===== src/rtl/seg7_scan_driver.sv =====
// Time-multiplexed 7-segment driver: hex decode, leading-zero blanking and
// frame-synchronous (tear-free) display update with registered outputs.
module seg7_scan_driver #(
  parameter int unsigned DIGITS     = 4,
  parameter int unsigned CLK_DIV    = 1000,
  parameter bit          ACTIVE_LOW = 1'b0
) (
  input  logic                  clk,
  input  logic                  rst,
  input  logic                  load,
  input  logic [4*DIGITS-1:0]   value_in,
  input  logic [DIGITS-1:0]     dp_in,
  input  logic                  lz_en,
  output logic [6:0]            seg,
  output logic                  dp,
  output logic [DIGITS-1:0]     an,
  output logic                  frame_done
);

  localparam int unsigned CntW = $clog2(CLK_DIV);
  localparam int unsigned IdxW = (DIGITS > 1) ? $clog2(DIGITS) : 1;
  localparam logic [CntW-1:0]   CntMax = CntW'(CLK_DIV - 1);
  localparam logic [IdxW-1:0]   IdxMax = IdxW'(DIGITS - 1);
  localparam logic [6:0]        SegOff = {7{ACTIVE_LOW}};
  localparam logic [DIGITS-1:0] AnOff  = {DIGITS{ACTIVE_LOW}};

  logic [CntW-1:0]     cnt_q;
  logic [IdxW-1:0]     idx_q;
  logic [4*DIGITS-1:0] disp_val_q, pend_val_q;
  logic [DIGITS-1:0]   disp_dp_q, pend_dp_q;
  logic                pend_q;
  logic                wrap_q;

  logic                tick, wrap;
  logic [3:0]          nib;
  logic [6:0]          font;
  logic                all_zero;
  logic [DIGITS-1:0]   zero_from;
  logic                blank;
  logic [DIGITS-1:0]   an_next;

  assign tick = (cnt_q == CntMax);
  assign wrap = tick && (idx_q == IdxMax);

  // zero_from[k]: nibble k and every more-significant nibble are zero
  always_comb begin
    all_zero  = 1'b1;
    zero_from = '0;
    for (int k = DIGITS - 1; k >= 0; k--) begin
      all_zero     = all_zero && (disp_val_q[4*k +: 4] == 4'h0);
      zero_from[k] = all_zero;
    end
  end

  assign nib     = disp_val_q[{idx_q, 2'b00} +: 4];
  assign blank   = lz_en && (idx_q != '0) && zero_from[idx_q];
  assign an_next = DIGITS'(1) << idx_q;

  always_comb begin
    font = 7'h00;
    case (nib)
      4'h0: font = 7'h3F;
      4'h1: font = 7'h06;
      4'h2: font = 7'h5B;
      4'h3: font = 7'h4F;
      4'h4: font = 7'h66;
      4'h5: font = 7'h6D;
      4'h6: font = 7'h7D;
      4'h7: font = 7'h07;
      4'h8: font = 7'h7F;
      4'h9: font = 7'h6F;
      4'hA: font = 7'h77;
      4'hB: font = 7'h7C;
      4'hC: font = 7'h39;
      4'hD: font = 7'h5E;
      4'hE: font = 7'h79;
      4'hF: font = 7'h71;
      default: font = 7'h00;
    endcase
  end

  always_ff @(posedge clk or posedge rst) begin
    if (rst) begin
      cnt_q      <= '0;
      idx_q      <= '0;
      disp_val_q <= '0;
      disp_dp_q  <= '0;
      pend_val_q <= '0;
      pend_dp_q  <= '0;
      pend_q     <= 1'b0;
      wrap_q     <= 1'b0;
      seg        <= SegOff;
      dp         <= ACTIVE_LOW;
      an         <= AnOff;
      frame_done <= 1'b0;
    end else begin
      cnt_q <= tick ? '0 : cnt_q + 1'b1;
      if (tick) begin
        idx_q <= (idx_q == IdxMax) ? '0 : idx_q + 1'b1;
      end

      // A load coinciding with the frame boundary skips pending entirely
      if (wrap && load) begin
        disp_val_q <= value_in;
        disp_dp_q  <= dp_in;
        pend_q     <= 1'b0;
      end else if (wrap && pend_q) begin
        disp_val_q <= pend_val_q;
        disp_dp_q  <= pend_dp_q;
        pend_q     <= 1'b0;
      end else if (load) begin
        pend_val_q <= value_in;
        pend_dp_q  <= dp_in;
        pend_q     <= 1'b1;
      end

      // Outputs lag the index by one cycle, so the pulse is delayed to match
      wrap_q     <= wrap;
      frame_done <= wrap_q;
      seg        <= (blank ? 7'h00 : font) ^ SegOff;
      dp         <= disp_dp_q[idx_q] ^ ACTIVE_LOW;
      an         <= an_next ^ AnOff;
    end
  end

endmodule


===== config.mk =====
export PLATFORM = sky130hd
export DESIGN_NAME = seg7_scan_driver
export DESIGN_NICKNAME = d
export VERILOG_FILES = /design/src/rtl/seg7_scan_driver.sv
export SDC_FILE = /design/constraint.sdc
export NUM_CORES = 1
export LEC_CHECK = 0
export CORE_MARGIN = 5
export CORE_UTILIZATION = 60
export CTS_CLUSTER_SIZE = 40
export DETAILED_ROUTE_END_ITERATION = 10
export PLACE_DENSITY = 0.91
export REMOVE_ABC_BUFFERS = 1
export SKIP_CTS_REPAIR_TIMING = 1
export SLEW_MARGIN = 25
export SYNTH_ARGS = -nofsm -noshare
export SYNTH_HDL_FRONTEND = slang
export SYNTH_SLANG_ARGS = --single-unit

===== constraint.sdc =====
create_clock -name clk -period 5.85 [get_ports clk]
set_input_delay 1.17 -clock clk [delete_from_list [all_inputs] [get_ports clk]]
set_output_delay 1.17 -clock clk [all_outputs]
set_load 0.02 [all_outputs]

Yosys cells after proc, flatten, opt, wreduce, memory -nomap -nowiden
Memory sizes are Yosys's and may differ from the RTL's.
Cells that the tools add are included.

word-level totals
  memories kept = 1
  bits in read-only memories = 112
  input bits = 24
  output and inout bits = 13
  bits in registers = 67

cells by class
  bitwise logic cells = 2
  shift-type cells = 2
  $add $sub $neg = 2
  muxes and demuxes = 14
  reduce and logical (&&, ||, !) cells = 16
  magnitude comparators = 1
  equality and inequality tests = 2

memory list
  name              depth  bits a word  rd ports  clocked after Yosys merged registers in  write ports  RTL line  text
  (name not given)  16     7            1         0                                        0            61        case (nib)

operator list
  operator                                                    number
  2-to-1 mux 16 bit                                           2
  logical NOT 4 bit                                           4
  variable part select 16 x 5 -> 4 bit                        1
  adder 10 x 1 -> 10 bit, second input constant               1
  == test 10 bit, second input constant                       1
  2-to-1 mux 10 bit                                           1
  logical AND 1 bit                                           8
  2-to-1 mux 4 bit                                            2
  2-to-1 mux 7 bit                                            1
  2-to-1 mux 1 bit                                            5
  binary-select mux 1 bit (select 2 bit)                      2
  nonzero test 2 bit                                          2
  << shifter 1 x 2 -> 4 bit, first input constant             1
  less-than comparator 2 x 3 -> 1 bit, second input constant  1
  AND reduction 3 bit                                         1
  nonzero test 3 bit                                          1
  adder 2 x 1 -> 2 bit, second input constant                 1
  == test 2 bit, second input constant                        1
  2-to-1 mux 2 bit                                            1
  inverter 1 bit                                              2

Logic depth before layout (Yosys ltp)
Gate-level depths: netlist of run 1.

  depth in word-level cells = 8
  gate-level depth with buffers = 7

Worst setup path after synthesis of run 1
OpenSTA, ideal clock, no wires.

  path kind = in2reg
  start = input lz_en
  end = register seg[4]
  data required time = 5.707 ns
  arrival time = 1.947 ns
  stages on the path = 4
  slack = 3.760 ns
  buffers on the path = 0
  path through = nor4b_1 -> nand3_1 -> a211oi_2 -> nor3_1

between the ends
  word-level cells in the longest chain between the ends = 3

ends and longest elaborated chain
  element                         RTL line  text
  from (decl)                     13        input logic lz_en,
  logical AND 1 bit (2 in a row)  56        assign blank = lz_en && (idx_q != '0) && zero_from[idx_q];
  2-to-1 mux 7 bit                120       seg <= (blank ? 7'h00 : font) ^ SegOff;
  to (signal assigned)            92        seg <= SegOff;
  to (signal assigned)            120
  to (decl)                       14        output logic [6:0] seg,

Every way passes these cells.
A chain may end at the register's enable or synchronous reset.

Worst setup path after layout of run 1
  start = input load
  end = register disp_val_q[10]

between the ends
  word-level cells in the longest chain between the ends = 2
  elaborated cells on any way between the ends = 3
  classes of those cells = 1 x mux; 2 x reduce/logical

ends and longest elaborated chain
  element                                                  RTL line  text
  from (decl)                                              10        input logic load,
  logical AND 1 bit (*)                                    103       if (wrap && load) begin
  2-to-1 mux 16 bit or nonzero test 2 bit (tied branches)  --
  to (signal assigned)                                     104       disp_val_q <= value_in;
  to (signal assigned)                                     108       disp_val_q <= pend_val_q;
  to (decl)                                                29        logic [4*DIGITS-1:0] disp_val_q, pend_val_q;

Every way passes the cells marked *; elsewhere a longest branch is shown, timed or not.

==> run_results.csv, run 1 <==
group,metric,value,unit
run_status,status,"complete, no violations",
yosys,yosysWarningCount,0,
cells_and_area,nets,340,
clocking,cts_tree,"yes",
clocking,clk_pin_slew_worst_paths,70,ps
worst_setup_path,ff2ff_setup_slack,3410,ps
route,first_pass_iters,5,
timing,final-setup-viol-count,0,
worst_setup_path,reg2reg_from,"cnt_q[0]$_DFF_PP0_",
place,gp_congestion,0.866,
timing,fin_crit,2850,ps
worst_setup_path,r2r_cells,6,
place,dp_slack,2730,ps
timing,relSlewSlack,45.9,%
pwr,switchingPower,212,µW
floorplanning,io_pins,37,
yosys,synthTopCellsByArea,"dfrtp_1, mux2_2, ha_1, o31ai_1, o22ai_1",
worst_setup_path,critPathKind,"input pin to flip-flop",
route,post_drt_wl_per_cell,17.1,µm
cells_and_area,drive_above_1_share,16.5,%
timing,clock_skew,4.70,ps
place,place_inst,364,
yosys,synth_top_area_share,52.3,%
route,drt-total-wl,6.51,mm
pwr,p_sw_share,19.4,%
route,drc,0,
floorplanning,die_h,83.1,µm
grt,grt_usage,20.2,%
pwr,pwr-share-seq,44.4,%
clocking,clk_path_buf_depth,2,
pwr,ir_worst_vdd,207,µV
grt,antenna_found_initial,0,
grt,grt-ovfl-total,0,
floorplanning,dieArea,6910,µm²
timing,fmax,0.350,GHz
route,ant_nets,0,
route,viasPerCell,5.96,
place,place_hpwl,4.11,mm
worst_setup_path,critPathMaxFanout,20,
yosys,synth_cell_types,37,
floorplanning,die_w,83.1,µm
pwr,internal_power,879,µW
worst_setup_path,endpoint,"disp_val_q[10]$_DFFE_PP0P_",
grt,use_met3,5.15,%
place,io_buffers,36,
grt,grt_pass1_vias,2330,
worst_setup_path,cp-end-kind,"flip-flop",
pwr,p_leak,0.00163,µW
worst_setup_path,rr_endpoint,"pend_val_q[11]$_DFFE_PP0P_",
clocking,cts_sinks,67,
floorplanning,core_area,5140,µm²
job,max_cap_viol_count,0,
grt,grtUsageMet1,25.2,%
hold_path,worstHoldPathType,"flip-flop to flip-flop",
pwr,combPwrFrac,5.4,%
timing,period_share,48.8,%
yosys,syn_area_per_cell,11.7,µm²
cells_and_area,syn2layout_area_growth,20.6,%
timing,hold_violations,0,
yosys,ys_seq_area_share,52.3,%
cells_and_area,stdcell_count,380,
cells_and_area,diodes,0,
yosys,ys_ff_latch,67,
worst_setup_path,required,6070,ps
route,vias,2264,
worst_setup_path,critPathLaunchType,"input pin",
yosys,synth_top_area_cell,"dfrtp_1",
grt,grt_pass1_wl,11.2,mm
yosys,synthCells,275,
worst_setup_path,cp.arrival,3080,ps
timing,setup_slack,3000,ps
route,first_iter_violations,198,
pwr,p_per_area,282,nW/µm²
timing,slew_viol_final,0,
timing,tightest_slew,812,ps
clocking,root_buffer,"clkbuf_8",
yosys,synth_area,3210,µm²
timing,rsz0062_at_grt,"no",
floorplanning,fp-row-count,26,
clocking,clock_latency,340,ps
grt,grt_max_degree,68,
worst_setup_path,setup.worst_path.start,"load",
floorplanning,start_util,62.4,%
grt,busiest_layer,"met2",
timing,fin_tns_setup,0,ps
clocking,htree_levels,3,
clocking,cts_made_buffers,9,
pwr,p_clk_share,50.1,%
cells_and_area,nFillCells,357,
grt,grtUsageMet2,32.8,%
-- flip-flops by register name, indices dropped and copies added (netlist names), 2 cells and up --
register and count:
pend_dp_q 4, idx_q 2, an 4, cnt_q 10
disp_dp_q 4, seg 7, disp_val_q 16, pend_val_q 16
-- Yosys cell counts --
cell and n:
dfrtp_1 67, o21ai_0 21, o22ai_1 21, mux2_2 20, o31ai_1 18, nor2_1 16
inv_1 12, ha_1 11, clkbuf_1 9, nand2_1 9, buf_2 8, and3_1 6
xnor2_1 6, xor2_1 5, mux2i_1 4, mux4_2 4, nand3_1 4, o21ai_1 4
nor3b_1 3, nor4_1 3, a211oi_1 2, a21oi_1 2, a221oi_2 2, and4_1 2
buf_6 2, mux4_1 2, nand4_1 2, a211oi_2 1, a21boi_0 1, and2_1 1
and2_2 1, and2_4 1, nand2_2 1, nand2b_2 1, nor2b_1 1, nor3_1 1
nor4b_1 1
-- cell families after synthesis --
logic type                 count (synthesis)  synth area share (%)
xor gates and xnor gates                  11                  3.00
buffers and inverters                     31                  4.41
adders and majority gates                 11                  4.29
and+or+nand+nor                           53                  8.74
muxes                                     30                  12.7
AOI/OAI and AO/OA                         72                  14.6
DFF                                       67                  52.3
-- critical path, stage by stage --
cell	delay, ps
clkdlybuf4s50_1	570
and3_1	170
and4_1	680
o22ai_1	170
o31ai_1	310
-- final cells by class --
type                    instances  area (µm²)  share of cell area [%]
flip-flops and latches         67        1680                    43.3
multi-input cells             177        1400                    36.1
repair buffers                 38         375                    9.70
clock inverters                 7         164                    4.24
clock buffers                   9         124                    3.20
well taps                      70        87.6                    2.26
inverters                      12        45.0                    1.16
-- cells in the final DEF, fill, tap and decap left out, types with 3 or more instances in the layout --
cell / instances
nand2_1: 9
xor2_1: 5
mux4_2: 4
nand3_1: 4
nor4_1: 3
xnor2_1: 6
o22ai_1: 21
clkbuf_8: 9
o21ai_0: 21
mux2i_1: 4
nor2_1: 15
o21ai_1: 4
bufinv_16: 5
mux2_2: 20
clkdlybuf4s50_1: 36
and3_1: 6
inv_1: 11
o31ai_1: 18
dfrtp_1: 67
nor3b_1: 3
ha_1: 11
-- metrics by stage --
stage	util [%]	cell area [µm²]	power (µW)	hold WS, ps
after floorplan	-	3110	525	331
after global placement	69.6	3580	550	333
after detailed placement	69.7	3580	553	335
after CTS	75.3	3870	1100	351
after global routing	75.3	3870	1130	373
final	75.3	3870	1090	350
-- power by group through the flow --
stage | combinational (µW) | clock [µW] | sequential (µW)
floorplan | 33.9 | 0 | 491
global placement | 57.7 | 0 | 492
detailed placement | 59.5 | 0 | 494
CTS | 60.4 | 552 | 485
global route | 65.6 | 579 | 487
finish | 59.3 | 547 | 485
-- routing by layer --
metal | vias to the layer above | wire, µm
li1 | 1061 | -
met1 | 1113 | 2650
met2 | 74 | 3400
met3 | 16 | 296
met4 | 0 | 174
met5 | - | 0
-- how the worst min path moves through the flow --
stage               cells past startpoint  slack (ps)              endpoint        startpoint
global placement                        0         330  frame_done$_DFF_PP0_  wrap_q$_DFF_PP0_
detailed placement                      0         330  frame_done$_DFF_PP0_  wrap_q$_DFF_PP0_
floorplan                               0         330  frame_done$_DFF_PP0_  wrap_q$_DFF_PP0_
finish                                  0         350  frame_done$_DFF_PP0_  wrap_q$_DFF_PP0_
CTS                                     0         350  frame_done$_DFF_PP0_  wrap_q$_DFF_PP0_
global route                            0         370  frame_done$_DFF_PP0_  wrap_q$_DFF_PP0_
Note: power is estimated with default switching activity, not from simulation.
==> run 2, diff against run 1 <==
--- a/config.mk
+++ b/config.mk
@@ -6,10 +6,10 @@
 export NUM_CORES = 1
 export LEC_CHECK = 0
 export CORE_MARGIN = 5
-export CORE_UTILIZATION = 60
+export CORE_UTILIZATION = 56
 export CTS_CLUSTER_SIZE = 40
 export DETAILED_ROUTE_END_ITERATION = 10
-export PLACE_DENSITY = 0.91
+export PLACE_DENSITY = 0.86
 export REMOVE_ABC_BUFFERS = 1
 export SKIP_CTS_REPAIR_TIMING = 1
 export SLEW_MARGIN = 25
==> constraint.sdc (replaced) <==
create_clock -name clk -period 2.8 [get_ports clk]
set_input_delay 0.56 -clock clk [delete_from_list [all_inputs] [get_ports clk]]
set_output_delay 0.56 -clock clk [all_outputs]
set_load 0.02 [all_outputs]
==> run_results.csv, run 2 (synthesis results as in run 1) <==
group,metric,value,unit
grt,grt_pass1_wl,10.8,mm
cells_and_area,nFillCells,399,
floorplanning,die_w,85.7,µm
route,vias,2247,
worst_setup_path,cp.arrival,2450,ps
clocking,cts_tree,"yes",
cells_and_area,stdcell_count,387,
clocking,cts_sinks,67,
route,first_pass_iters,4,
floorplanning,io_pins,37,
worst_setup_path,max_stage_delay,580,ps
pwr,p_per_area,515,nW/µm²
grt,antenna_found_initial,0,
route,drt-total-wl,6.21,mm
place,gp_congestion,0.871,
timing,rsz0062_at_grt,"no",
cells_and_area,layout_commonest_cell,"dfrtp_1",
pwr,ir_worst_vdd,361,µV
job,max_cap_viol_count,0,
worst_setup_path,critPathSlowestCell,"dfrtp_1",
timing,fin_tns_setup,0,ps
hold_path,worstHoldPathType,"flip-flop to flip-flop",
worst_setup_path,rr_endpoint,"seg[4]$_DFF_PP0_",
route,first_iter_violations,115,
route,viasPerCell,5.81,
worst_setup_path,r2r_cells,6,
grt,grt_pass1_vias,2283,
grt,grt-ovfl-total,0,
place,place_inst,371,
timing,clock_skew,4.53,ps
grt,grt_max_degree,39,
timing,fin_crit,2250,ps
run_status,status,"complete, no violations",
pwr,fin_total_pwr,1970,µW
clocking,clk_path_buf_depth,2,
timing,final-setup-viol-count,0,
timing,fmax,0.444,GHz
worst_setup_path,critPathLaunchType,"flip-flop",
hold_path,hp-start,"wrap_q$_DFF_PP0_",
route,post_drt_wl_per_cell,16.1,µm
timing,hold_violations,0,
floorplanning,fp-row-count,27,
timing,tightest_slew,596,ps
floorplanning,die_h,85.7,µm
cells_and_area,top_regs,"disp_val_q: 16 flops, pend_val_q: 16 flops, cnt_q: 10 flops",
worst_setup_path,critPathMaxFanout,9,
worst_setup_path,reg2reg_from,"idx_q[0]$_DFFE_PP0N_",
clocking,root_buffer,"clkbuf_8",
place,io_buffers,36,
cells_and_area,diodes,0,
clocking,cts_made_buffers,9,
worst_setup_path,required,3000,ps
hold_path,hold_end,"frame_done$_DFF_PP0_",
cells_and_area,syn2layout_area_growth,19.4,%
timing,period_share,80.4,%
worst_setup_path,setup.worst_path.start,"idx_q[0]$_DFFE_PP0N_",
clocking,clock_latency,340,ps
cells_and_area,nets,345,
timing,slew_viol_final,0,
worst_setup_path,path_cells,"inv_1 > ha_1 > nor4b_1 > nand3_1 > a211oi_2 > nor3_1",
route,ant_nets,0,
pwr,p_leak,0.00162,µW
hold_path,min_path_cells,0,
floorplanning,core_area,5540,µm²
worst_setup_path,cp-end-kind,"flip-flop",
grt,grt_usage,18.8,%
floorplanning,start_util,57.9,%
timing,relSlewSlack,60.2,%
place,place_hpwl,4.29,mm
route,drc,0,
worst_setup_path,critPathKind,"flip-flop to flip-flop",
clocking,clk_pin_slew_worst_paths,70,ps
cells_and_area,drive_above_1_share,17.8,%
cells_and_area,final_cell_mix,"dfrtp_1, clkdlybuf4s50_1, o22ai_1, o21ai_0, mux2_2",
clocking,htree_levels,3,
worst_setup_path,ff2ff_setup_slack,550,ps
floorplanning,dieArea,7340,µm²
run 2: how the worst max path moves through the flow:
stage / end / slack [ps] / depth (start not counted)
3_5_place_dp: seg[3]$_DFF_PP0_ / 580 / 6
2_1_floorplan: pend_dp_q[0]$_DFFE_PP0P_ / -40 / 5
5_1_grt: seg[4]$_DFF_PP0_ / 350 / 6
4_1_cts: seg[4]$_DFF_PP0_ / 550 / 6
3_3_place_gp: seg[4]$_DFF_PP0_ / 670 / 5
6_report: seg[4]$_DFF_PP0_ / 550 / 6
run 2: layout make-up:
type / instances / area (µm²) / share of cell area (%)
flip-flops and latches: 67 / 1680 / 43.8
multi-input cells: 177 / 1390 / 36.3
repair buffers: 43 / 413 / 10.8
clock buffers: 12 / 165 / 4.31
well taps: 72 / 90.1 / 2.35
clock inverters: 4 / 47.5 / 1.24
inverters: 12 / 45.0 / 1.18
run 2: worst max-delay path: cells and delay by family (launching register included):
| family | cells | cell delay [ps] |
|---|---|---|
| fa+ha+maj | 1 | 280 |
| compound gates | 1 | 480 |
| buf+inv | 1 | 200 |
| flops | 1 | 580 |
| simple gates | 3 | 580 |
run 2: stage by stage:
stage / hold slack, ps / utilization (%) / setup slack, ps / area, µm²
after floorplan: 331 / - / -39.6 / 3110
after global placement: 336 / 65.3 / 670 / 3620
after detailed placement: 340 / 65.3 / 578 / 3620
after CTS: 356 / 69.1 / 547 / 3830
after global routing: 368 / 69.1 / 352 / 3830
final: 351 / 69.1 / 549 / 3830
run 2: metal layers:
metal  track usage, %  up-vias  wire [µm]
met3             5.28       15        270
met5                0        -          0
met2             31.6       61       3070
li1                 -     1075          -
met4             6.47        0        115
met1             23.2     1096       2760
run 2: power by group:
part | total [µW] | switching [µW] | internal [µW]
logic | 123 | 53.9 | 69.5
clock network | 836 | 355 | 481
registers | 1010 | 15.2 | 998
total | 1970 | 424 | 1550
==> run 3, diff against run 2 <==
--- a/config.mk
+++ b/config.mk
@@ -6,10 +6,10 @@
 export NUM_CORES = 1
 export LEC_CHECK = 0
 export CORE_MARGIN = 5
-export CORE_UTILIZATION = 56
+export CORE_UTILIZATION = 50
 export CTS_CLUSTER_SIZE = 40
 export DETAILED_ROUTE_END_ITERATION = 10
-export PLACE_DENSITY = 0.86
+export PLACE_DENSITY = 0.81
 export REMOVE_ABC_BUFFERS = 1
 export SKIP_CTS_REPAIR_TIMING = 1
 export SLEW_MARGIN = 25
==> constraint.sdc (replaced) <==
create_clock -name clk -period 2 [get_ports clk]
set_input_delay 0.4 -clock clk [delete_from_list [all_inputs] [get_ports clk]]
set_output_delay 0.4 -clock clk [all_outputs]
set_load 0.02 [all_outputs]
==> run_results.csv, run 3 (synthesis results as in run 1) <==
group,metric,value,unit
run_status,status,"complete, no violations",
floorplanning,io_pins,37,
timing,period_share,95.2,%
floorplanning,start_util,51.1,%
timing,fmax,0.525,GHz
pwr,p_leak,0.00166,µW
worst_setup_path,rr_endpoint,"disp_val_q[8]$_DFFE_PP0P_",
timing,final-setup-viol-count,0,
clocking,root_buffer,"clkbuf_8",
route,vias,2253,
job,max_cap_viol_count,0,
worst_setup_path,required,2230,ps
worst_setup_path,critical_path_buf_inv_count,2,
pwr,switchingPower,597,µW
timing,relSlewSlack,55.8,%
pwr,combPwrFrac,6.4,%
timing,tightest_slew,662,ps
cells_and_area,diodes,0,
timing,holdWs,350,ps
route,ant_nets,0,
grt,grt_usage,16.5,%
clocking,htree_levels,3,
hold_path,min_path_cells,0,
floorplanning,core_area,6280,µm²
place,placed_area,3720,µm²
cells_and_area,stdcell_count,398,
pwr,p_clk_share,44.2,%
floorplanning,dieArea,8120,µm²
pwr,pwr-share-seq,49.5,%
place,io_buffers,36,
place,place_hpwl,4.29,mm
grt,grt-ovfl-total,0,
grt,grt_pass1_vias,2316,
worst_setup_path,cp-end-kind,"flip-flop",
worst_setup_path,critPathLaunchType,"flip-flop",
route,drt-total-wl,6.25,mm
cells_and_area,layout_commonest_cell,"dfrtp_1",
grt,grt_max_degree,39,
timing,fin_crit,1900,ps
clocking,clk_path_buf_depth,2,
worst_setup_path,ff2ff_setup_slack,100,ps
clocking,cts_sinks,67,
place,place_inst,381,
floorplanning,fp-row-count,29,
cells_and_area,syn2layout_area_growth,23.3,%
cells_and_area,nets,351,
worst_setup_path,r2r_cells,7,
cells_and_area,final_cell_mix,"dfrtp_1, clkdlybuf4s50_1, o22ai_1, o21ai_0, mux2_2",
timing,slew_viol_final,0,
timing,hold_violations,0,
route,first_pass_iters,4,
route,first_iter_violations,94,
worst_setup_path,path_cells,"buf_4 > ha_1 > and3_1 > and4_1 > buf_12 > o22ai_1 > o31ai_1",
grt,grt_pass1_wl,10.9,mm
worst_setup_path,reg2reg_from,"idx_q[1]$_DFFE_PP0N_",
cells_and_area,design_area,3950,µm²
hold_path,hold_end,"frame_done$_DFF_PP0_",
cells_and_area,postLayoutCoreUtil,63.0,%
floorplanning,die_h,90.1,µm
worst_setup_path,crit_family,"flip-flops",
hold_path,hp-start,"wrap_q$_DFF_PP0_",
pwr,p_sw_share,20.8,%
pwr,p_per_area,725,nW/µm²
worst_setup_path,critPathKind,"flip-flop to flip-flop",
timing,rsz0062_at_grt,"yes",
worst_setup_path,max_stage_delay,420,ps
route,viasPerCell,5.66,
pwr,ir_worst_vdd,440,µV
route,post_drt_wl_per_cell,15.7,µm
worst_setup_path,critPathSlowestCell,"dfrtp_1",
timing,clock_skew,9.21,ps
floorplanning,die_w,90.1,µm
clocking,cts_made_buffers,9,
clocking,cts_tree,"yes",
timing,fin_tns_setup,0,ps
route,drc,0,
hold_path,worstHoldPathType,"flip-flop to flip-flop",
clocking,clock_latency,340,ps
worst_setup_path,cp.arrival,2140,ps
pwr,internal_power,2270,µW
cells_and_area,drive_above_1_share,19.3,%
worst_setup_path,critPathMaxFanout,20,
cells_and_area,top_regs,"disp_val_q: 16 flops, pend_val_q: 16 flops, cnt_q: 10 flops",
grt,antenna_found_initial,0,
place,gp_congestion,0.842,
clocking,clk_pin_slew_worst_paths,70,ps
## run 3: cell count changes in the layout (fill, tap and decap cells not counted), sizes merged
cell / change
buf: +6
bufinv: +1
clkinv: -1
## run 3: worst reg2reg max path, cell delays in order (launching register included)
cell and delay (ps):
dfrtp_1 420, buf_4 200, ha_1 240, and3_1 170, and4_1 250, buf_12 170, o22ai_1 90, o31ai_1 270
## run 3: final cells by class
cell class,instances,area [µm²]
clock inverters,4,72.6
flip-flops and latches,67,1680
repair buffers,49,520
multi-input cells,177,1390
well taps,77,96.3
fillers,487,2320
clock buffers,12,155
inverters,12,45.0
## run 3: worst max-delay path by stage
stage                                endpoint  slack, ps                 start  depth (start not counted)
floorplan            pend_dp_q[0]$_DFFE_PP0P_       -840    cnt_q[0]$_DFF_PP0_                          5
global placement             seg[3]$_DFF_PP0_        120  idx_q[1]$_DFFE_PP0N_                          6
detailed placement  disp_val_q[8]$_DFFE_PP0P_         30                  load                          6
CTS                          seg[3]$_DFF_PP0_         70  idx_q[1]$_DFFE_PP0N_                          6
global route        disp_val_q[8]$_DFFE_PP0P_         -1  idx_q[1]$_DFFE_PP0N_                          7
finish              disp_val_q[8]$_DFFE_PP0P_        100  idx_q[1]$_DFFE_PP0N_                          7
## run 3: power by group through the flow
| stage | logic (µW) | registers, µW | clock network, µW |
|---|---|---|---|
| finish | 183 | 1420 | 1270 |
| global route | 202 | 1420 | 1360 |
| CTS | 187 | 1420 | 1290 |
| detailed placement | 187 | 1440 | 0 |
| global placement | 181 | 1440 | 0 |
| floorplan | 99.2 | 1440 | 0 |
## run 3: through the flow
step,worst slack [ps],power [µW]
5_1_grt,-0.956,2990
3_5_place_dp,26.5,1630
2_1_floorplan,-840,1540
6_report,95.6,2870
4_1_cts,68.4,2900
3_3_place_gp,116,1620
## run 3: layer usage
layer	wire [µm]	GRT usage, %	share of wire [%]
met2	3050	26.6	49
met1	2800	20.7	45
met4	110	7.57	1.8
met5	0	0	0
met3	298	4.17	4.8
